File: src/rtl/cat_cmd_decoder.sv
// cat_cmd_decoder: byte-level cat command parser feeding the badge LEDs.
// Single-byte commands set or clear one cat, light all cats, or start a
// three-byte "#hh" command that loads the whole status byte.
// Optional feature macro: CAT_CMD_ACK_EN adds the acknowledge channel and its
// ACK state. When it is undefined, every command returns straight to IDLE and
// the decoder accepts one byte per cycle.
module cat_cmd_decoder #(
  parameter int unsigned TIMEOUT_CYCLES = 10_334_000
) (
  input  logic       clk,
  input  logic       reset,
  input  logic [7:0] rx_data,
  input  logic       rx_valid,
  output logic       rx_ready,
  output logic [7:0] ack_data,
  output logic       ack_valid,
  input  logic       ack_ready,
  output logic [7:0] cat_status,
  output logic       cmd_err
);

  // The counter only has to hold values up to TIMEOUT_CYCLES-1: the
  // timeout fires on the cycle it would have reached TIMEOUT_CYCLES.
  localparam int unsigned CNT_W = (TIMEOUT_CYCLES > 2) ? $clog2(TIMEOUT_CYCLES) : 1;
  localparam logic [CNT_W-1:0] CNT_LAST = CNT_W'(TIMEOUT_CYCLES - 1);
  localparam logic [7:0] ACK_OK  = 8'h2B;
  localparam logic [7:0] ACK_NAK = 8'h2D;

  typedef enum logic [1:0] {
    S_IDLE   = 2'd0,
    S_HEX_HI = 2'd1,
    S_HEX_LO = 2'd2,
    S_ACK    = 2'd3
  } state_t;

  state_t           state_q;
  logic [3:0]       hi_q;
  logic [CNT_W-1:0] cnt_q;
  logic [7:0]       cat_q;
  logic             err_q;
`ifdef CAT_CMD_ACK_EN
  logic             ack_valid_q;
  logic [7:0]       ack_data_q;
`endif

  // Per-cycle decode of the presented byte against the current state.
  logic       accept_d;
  logic       is_hex_d;
  logic [3:0] nib_d;
  logic [2:0] idx_d;
  logic [7:0] cat_d;
  logic       term_d;
  logic       ok_d;
  logic       to_hex_d;
  logic       latch_hi_d;
  logic       timeout_d;

`ifdef CAT_CMD_ACK_EN
  assign rx_ready = (state_q != S_ACK);
`else
  assign rx_ready = 1'b1;
`endif

  // Decode the byte: what it does to the cat bits and whether it ends a command.
  always_comb begin
    accept_d   = rx_valid && rx_ready;
    is_hex_d   = ((rx_data >= 8'h30) && (rx_data <= 8'h39)) ||
                 ((rx_data >= 8'h41) && (rx_data <= 8'h46)) ||
                 ((rx_data >= 8'h61) && (rx_data <= 8'h66));
    // Letters A-F / a-f both have bit 6 set; digits do not.
    nib_d      = rx_data[6] ? (rx_data[3:0] + 4'd9) : rx_data[3:0];
    // 'A'/'a' have low bits 001 and 'H'/'h' have 000, so subtracting one
    // maps them onto cat indices 0..7.
    idx_d      = rx_data[2:0] - 3'd1;
    cat_d      = cat_q;
    term_d     = 1'b0;
    ok_d       = 1'b0;
    to_hex_d   = 1'b0;
    latch_hi_d = 1'b0;
    timeout_d  = 1'b0;
    case (state_q)
      S_IDLE: begin
        if (accept_d) begin
          if ((rx_data >= 8'h41) && (rx_data <= 8'h48)) begin
            cat_d[idx_d] = 1'b0;
            term_d       = 1'b1;
            ok_d         = 1'b1;
          end else if ((rx_data >= 8'h61) && (rx_data <= 8'h68)) begin
            cat_d[idx_d] = 1'b1;
            term_d       = 1'b1;
            ok_d         = 1'b1;
          end else if (rx_data == 8'h60) begin
            cat_d  = 8'hFF;
            term_d = 1'b1;
            ok_d   = 1'b1;
          end else if (rx_data == 8'h23) begin
            to_hex_d = 1'b1;
          end else if ((rx_data == 8'h0A) || (rx_data == 8'h0D)) begin
            term_d = 1'b0;
          end else begin
            term_d = 1'b1;
          end
        end
      end
      S_HEX_HI: begin
        if (accept_d) begin
          if (is_hex_d) latch_hi_d = 1'b1;
          else          term_d     = 1'b1;
        end else begin
          timeout_d = (cnt_q == CNT_LAST);
        end
      end
      S_HEX_LO: begin
        if (accept_d) begin
          term_d = 1'b1;
          if (is_hex_d) begin
            cat_d = {hi_q, nib_d};
            ok_d  = 1'b1;
          end
        end else begin
          timeout_d = (cnt_q == CNT_LAST);
        end
      end
      default: begin
        term_d = 1'b0;
      end
    endcase
  end

  // Command FSM with registered status, error pulse and acknowledge.
  always_ff @(posedge clk) begin
    if (reset) begin
      state_q     <= S_IDLE;
      hi_q        <= 4'h0;
      cnt_q       <= '0;
      cat_q       <= 8'hFF;
      err_q       <= 1'b0;
`ifdef CAT_CMD_ACK_EN
      ack_valid_q <= 1'b0;
      ack_data_q  <= 8'h00;
`endif
    end else begin
      cat_q <= cat_d;
      err_q <= (term_d && !ok_d) || timeout_d;

      if (accept_d)
        cnt_q <= '0;
      else if ((state_q == S_HEX_HI) || (state_q == S_HEX_LO))
        cnt_q <= cnt_q + 1'b1;
      else
        cnt_q <= '0;

      case (state_q)
        S_IDLE: begin
          if (to_hex_d) state_q <= S_HEX_HI;
        end
        S_HEX_HI: begin
          if (latch_hi_d) begin
            hi_q    <= nib_d;
            state_q <= S_HEX_LO;
          end else if (timeout_d) begin
            state_q <= S_IDLE;
          end
        end
        S_HEX_LO: begin
          if (timeout_d) state_q <= S_IDLE;
        end
`ifdef CAT_CMD_ACK_EN
        S_ACK: begin
          if (ack_ready) begin
            ack_valid_q <= 1'b0;
            state_q     <= S_IDLE;
          end
        end
`endif
        default: begin
          state_q <= S_IDLE;
        end
      endcase

      // A terminating byte overrides the per-state transition above.
      if (term_d) begin
`ifdef CAT_CMD_ACK_EN
        state_q     <= S_ACK;
        ack_valid_q <= 1'b1;
        ack_data_q  <= ok_d ? ACK_OK : ACK_NAK;
`else
        state_q     <= S_IDLE;
`endif
      end
    end
  end

  assign cat_status = cat_q;
  assign cmd_err    = err_q;

`ifdef CAT_CMD_ACK_EN
  assign ack_valid = ack_valid_q;
  assign ack_data  = ack_data_q;
`else
  logic unused_ack_ready;
  assign unused_ack_ready = ack_ready;
  assign ack_valid = 1'b0;
  assign ack_data  = 8'h00;
`endif

endmodule

File: config.mk
export PLATFORM = sky130hd
export DESIGN_NAME = cat_cmd_decoder
export DESIGN_NICKNAME = d
export VERILOG_FILES = /design/src/rtl/cat_cmd_decoder.sv
export SDC_FILE = /design/constraint.sdc
export NUM_CORES = 1
export LEC_CHECK = 0
export CAP_MARGIN = 25
export CORE_ASPECT_RATIO = 0.7
export CORE_MARGIN = 5
export CORE_UTILIZATION = 55
export DETAILED_ROUTE_END_ITERATION = 12
export MAX_ROUTING_LAYER = met4
export PLACE_DENSITY = 0.79
export SYNTH_ARGS = -nofsm -noshare
export SYNTH_HDL_FRONTEND = slang
export SYNTH_SLANG_ARGS = --single-unit
File: constraint.sdc
create_clock -name clk -period 5.3 [get_ports clk]
set_input_delay 1.325 -clock clk [delete_from_list [all_inputs] [get_ports clk]]
set_output_delay 1.325 -clock clk [all_outputs]
set_load 0.02 [all_outputs]
==> out/results.tsv <==
stage	metric	value	unit
yosys	yosys.area_share.simple	0.2610	
clock_network	cts_buffer_depth	2	
setup_path	slowest_delay	0.77	ns
yosys	async_reset_ff_frac	0	
power_and_ir_drop	ir_worst_vdd	0.1927	mV
setup_path	worstPathRequired	5.48	ns
yosys	ys_seq_area_frac	0.3187	
yosys	synth_top_area_cell	dfxtp_1	
die	die_x	89.77	µm
die	start_util	0.5659	
clock_network	cts_max_level	2	
final_layout	fill_cells	369	
hold_path	hold_path_class	reg -> reg	
routing	first_iter_violations	175	
power_and_ir_drop	p_sw_frac	0.2431	
setup_path	crit_type	in -> reg	
yosys	yosys-top-cells-count	dfxtp_1 (39), nor2_1 (37), xor2_1 (16)	
power_and_ir_drop	p_int	473.2	µW
setup_path	cpMaxStageDelayCell	clkdlybuf4s50_1	
yosys	synth-compound-area-share	0.1599	
timing	tightestPinTransition	1.013	ns
timing	finalSetupViolations	0	
power_and_ir_drop	p_comb_frac	0.112	
global_routing	grt_overflow_total	0	
placement	placed_cell_area	2594	µm²
timing	final.min_clock_period	4.034	ns
power_and_ir_drop	clock_power_share	0.414	
clock_network	cts_root_buf	clkbuf_8	
routing	vias	2141	
yosys	synth_top_family_by_area	simple AND/OR/NAND/NOR gates	
yosys	synth_cell_types	57	
setup_path	crit_fanout	13	
global_routing	grt_pass1_wl	9432	µm
yosys	synth-seq-cells	39	
final_layout	finalNetCount	323	
yosys	synth_area_leaders	dfxtp_1 (32%), xor2_1 (5.7%), nor2_1 (5.7%), ha_1 (5.1%), nand4_1 (3.6%)	
setup_path	path_delay_family	buffers and inverters	
power_and_ir_drop	switchingPower	151.9	µW
power_and_ir_drop	seqPwrFrac	0.474	
yosys	postSynthCellCount	289	
routing	wl	5454	µm
timing	clock_skew	0.005291	ns
final_layout	syn_to_final_growth	10.67	%
routing	ant_nets	0	
die	die_h	65.84	µm
job	cap_violations	0	
setup_path	critPathCaptureType	flip-flop	
clock_network	post_cts_buffers	0	
timing	fmaxAchievable	247.9	MHz
clock_network	cts_hold_buf	0	
setup_path	cp.arrival	4.21	ns
yosys	synthFlopType	dfxtp_1	
routing	wl_per_cell	15.28	µm
placement	place.gp.congestion	0.8519	
timing	relSlewSlack	0.3184	
final_layout	drive_gt1_frac	0.06291	
routing	via_per_inst	5.997	
clock_network	post_cts_resized	0	
timing	hold_viol_final	0	
setup_path	path_cells	clkdlybuf4s50_1 -> inv_1 -> ha_1 -> nor4b_2 -> nor3_4 -> o21ai_2 -> or2_0 -> a2111o_1	
global_routing	grt_start_max_net_pins	25	
final_layout	final_area	2711	µm²
die	core_area	4329	µm²
setup_path	crit_path_start_kind	input pin	
power_and_ir_drop	p_leak	0.9301	nW
global_routing	grt_usage	0.1979	
die	num_rows	20	
clock_network	cts_made_buffers	5	
yosys	post-synth-top-count-cell	dfxtp_1	
timing	tns	0	ns
yosys	synth_xor_area_frac	0.09295	
timing	rsz0062_at_grt	false	
global_routing	antenna_found_initial	0	
die	pin_count	31	
routing	dr.pass1.iters	4	
clock_network	cts_tree	done	
yosys	syn_area_per_cell	8.477	µm²
yosys	yosys.area.top_type_share	0.3187	
yosys	ys_warn_count	0	
die	die_area	5910	µm²
yosys	synth_mux_area_frac	0.03728	
clock_network	clock_sinks	39	
setup_path	critical_path_buf_inv_count	2	
final_layout	antennaDiodeCount	0	
yosys	synth_area	2450	µm²
routing	remaining_drc_errors	0	
yosys	synth-edff-count	0	
global_routing	grt_pass1_vias	1912	
timing	fin_crit_sh	0.7612	
clock_network	clk_pin_slew	0.08	ns
yosys	yosys.area_share.adder	0.05107	
placement	portBuffers	19	
outcome	status	completed	
clock_network	worstSkewPairLatency	0.29	ns
power_and_ir_drop	power_density	230.5	nW/µm²
placement	dp_hpwl	4123	µm
timing	report.final.slew_viol_count	0	
[per-layer routing]
layer / vias to the layer above / wire [µm] / share of wire / track usage
met4: 0 / 31 / 0.0057 / 0.04340
met2: 91 / 2295 / 0.42 / 0.2792
met1: 997 / 2729 / 0.50 / 0.2895
met3: 5 / 396 / 0.073 / 0.03982
met5: - / 0 / 0 / -
li1: 1048 / - / - / -
[power groups by stage]
| stage | Clock [mW] | Sequential [mW] | Combinational [mW] |
|---|---|---|---|
| floorplan | 0 | 0.305 | 0.0517 |
| global placement | 0 | 0.303 | 0.0679 |
| detailed placement | 0 | 0.303 | 0.0689 |
| CTS | 0.261 | 0.296 | 0.0692 |
| global route | 0.277 | 0.297 | 0.0768 |
| finish | 0.259 | 0.296 | 0.0700 |
[sequential cells by signal, indices dropped and copies added, names as in the netlist]
signal / flops
cnt_q: 24
cat_status: 8
hi_q: 4
state_q: 2
cmd_err: 1
[stage by stage]
step	util	hold WS [ns]	setup slack [ns]	instances	power (mW)
after floorplan	-	0.4303	1.862	297	0.3571
after global placement	0.5991	0.4457	1.059	349	0.3710
after detailed placement	0.5991	0.4525	1.005	349	0.3720
after CTS	0.6263	0.4699	1.320	357	0.6261
after global routing	0.6263	0.5074	1.081	357	0.6507
final	0.6263	0.4645	1.266	357	0.6251
[layout make-up]
| type | instances | area, µm² | share of cell area |
|---|---|---|---|
| Inverter | 11 | 41.29 | 0.01523 |
| Clock buffer | 6 | 82.58 | 0.03046 |
| Sequential cell | 39 | 780.7 | 0.2880 |
| Timing Repair Buffer | 19 | 190.2 | 0.07014 |
| Multi-Input combinational cell | 225 | 1513 | 0.5579 |
| Clock inverter | 2 | 35.03 | 0.01292 |
| Tap cell | 55 | 68.82 | 0.02538 |
[path summary, 6_finish.rpt]
path / cells past startpoint / to / slack [ns] / from
setup / recovery: 8 / cat_status[4]$_SDFFE_PP1P_ / 1.27 / rx_data[0]
hold / removal: 1 / cnt_q[0]$_SDFF_PP0_ / 0.46 / cnt_q[0]$_SDFF_PP0_
setup reg to reg: 6 / cat_status[4]$_SDFFE_PP1P_ / 3.03 / state_q[0]$_SDFFE_PP0P_
hold reg to reg: 1 / cnt_q[0]$_SDFF_PP0_ / 0.46 / cnt_q[0]$_SDFF_PP0_
[cell usage in the layout, fill, tap and decap left out, types with 10 or more instances in the layout]
cell type and n:
ha_1 10, clkdlybuf4s50_1 19, inv_1 11, dfxtp_1 39, nand2_1 12, nand3_1 15
conb_1 10, a21oi_1 10, nand4_1 14, xor2_1 16, xnor2_1 10, nor2_1 37
[cell families (layout without fill, tap and decap cells)]
kind of cell | Yosys count | in the layout
simple gates | 116 | 116
other cells | 2 | 10
buf+inv | 33 | 38
mux | 9 | 9
xor+xnor | 26 | 26
compound gates | 54 | 54
flops | 39 | 39
fa+ha+maj | 10 | 10
[worst reg2reg max path: stages (launching register included)]
cell and delay [ns]:
dfxtp_1 0.41, inv_1 0.10, ha_1 0.40, and2b_1 0.32
a31oi_4 0.06, or2_0 0.41, a2111o_1 0.46
No activity file was read; power rests on OpenSTA's default activity.
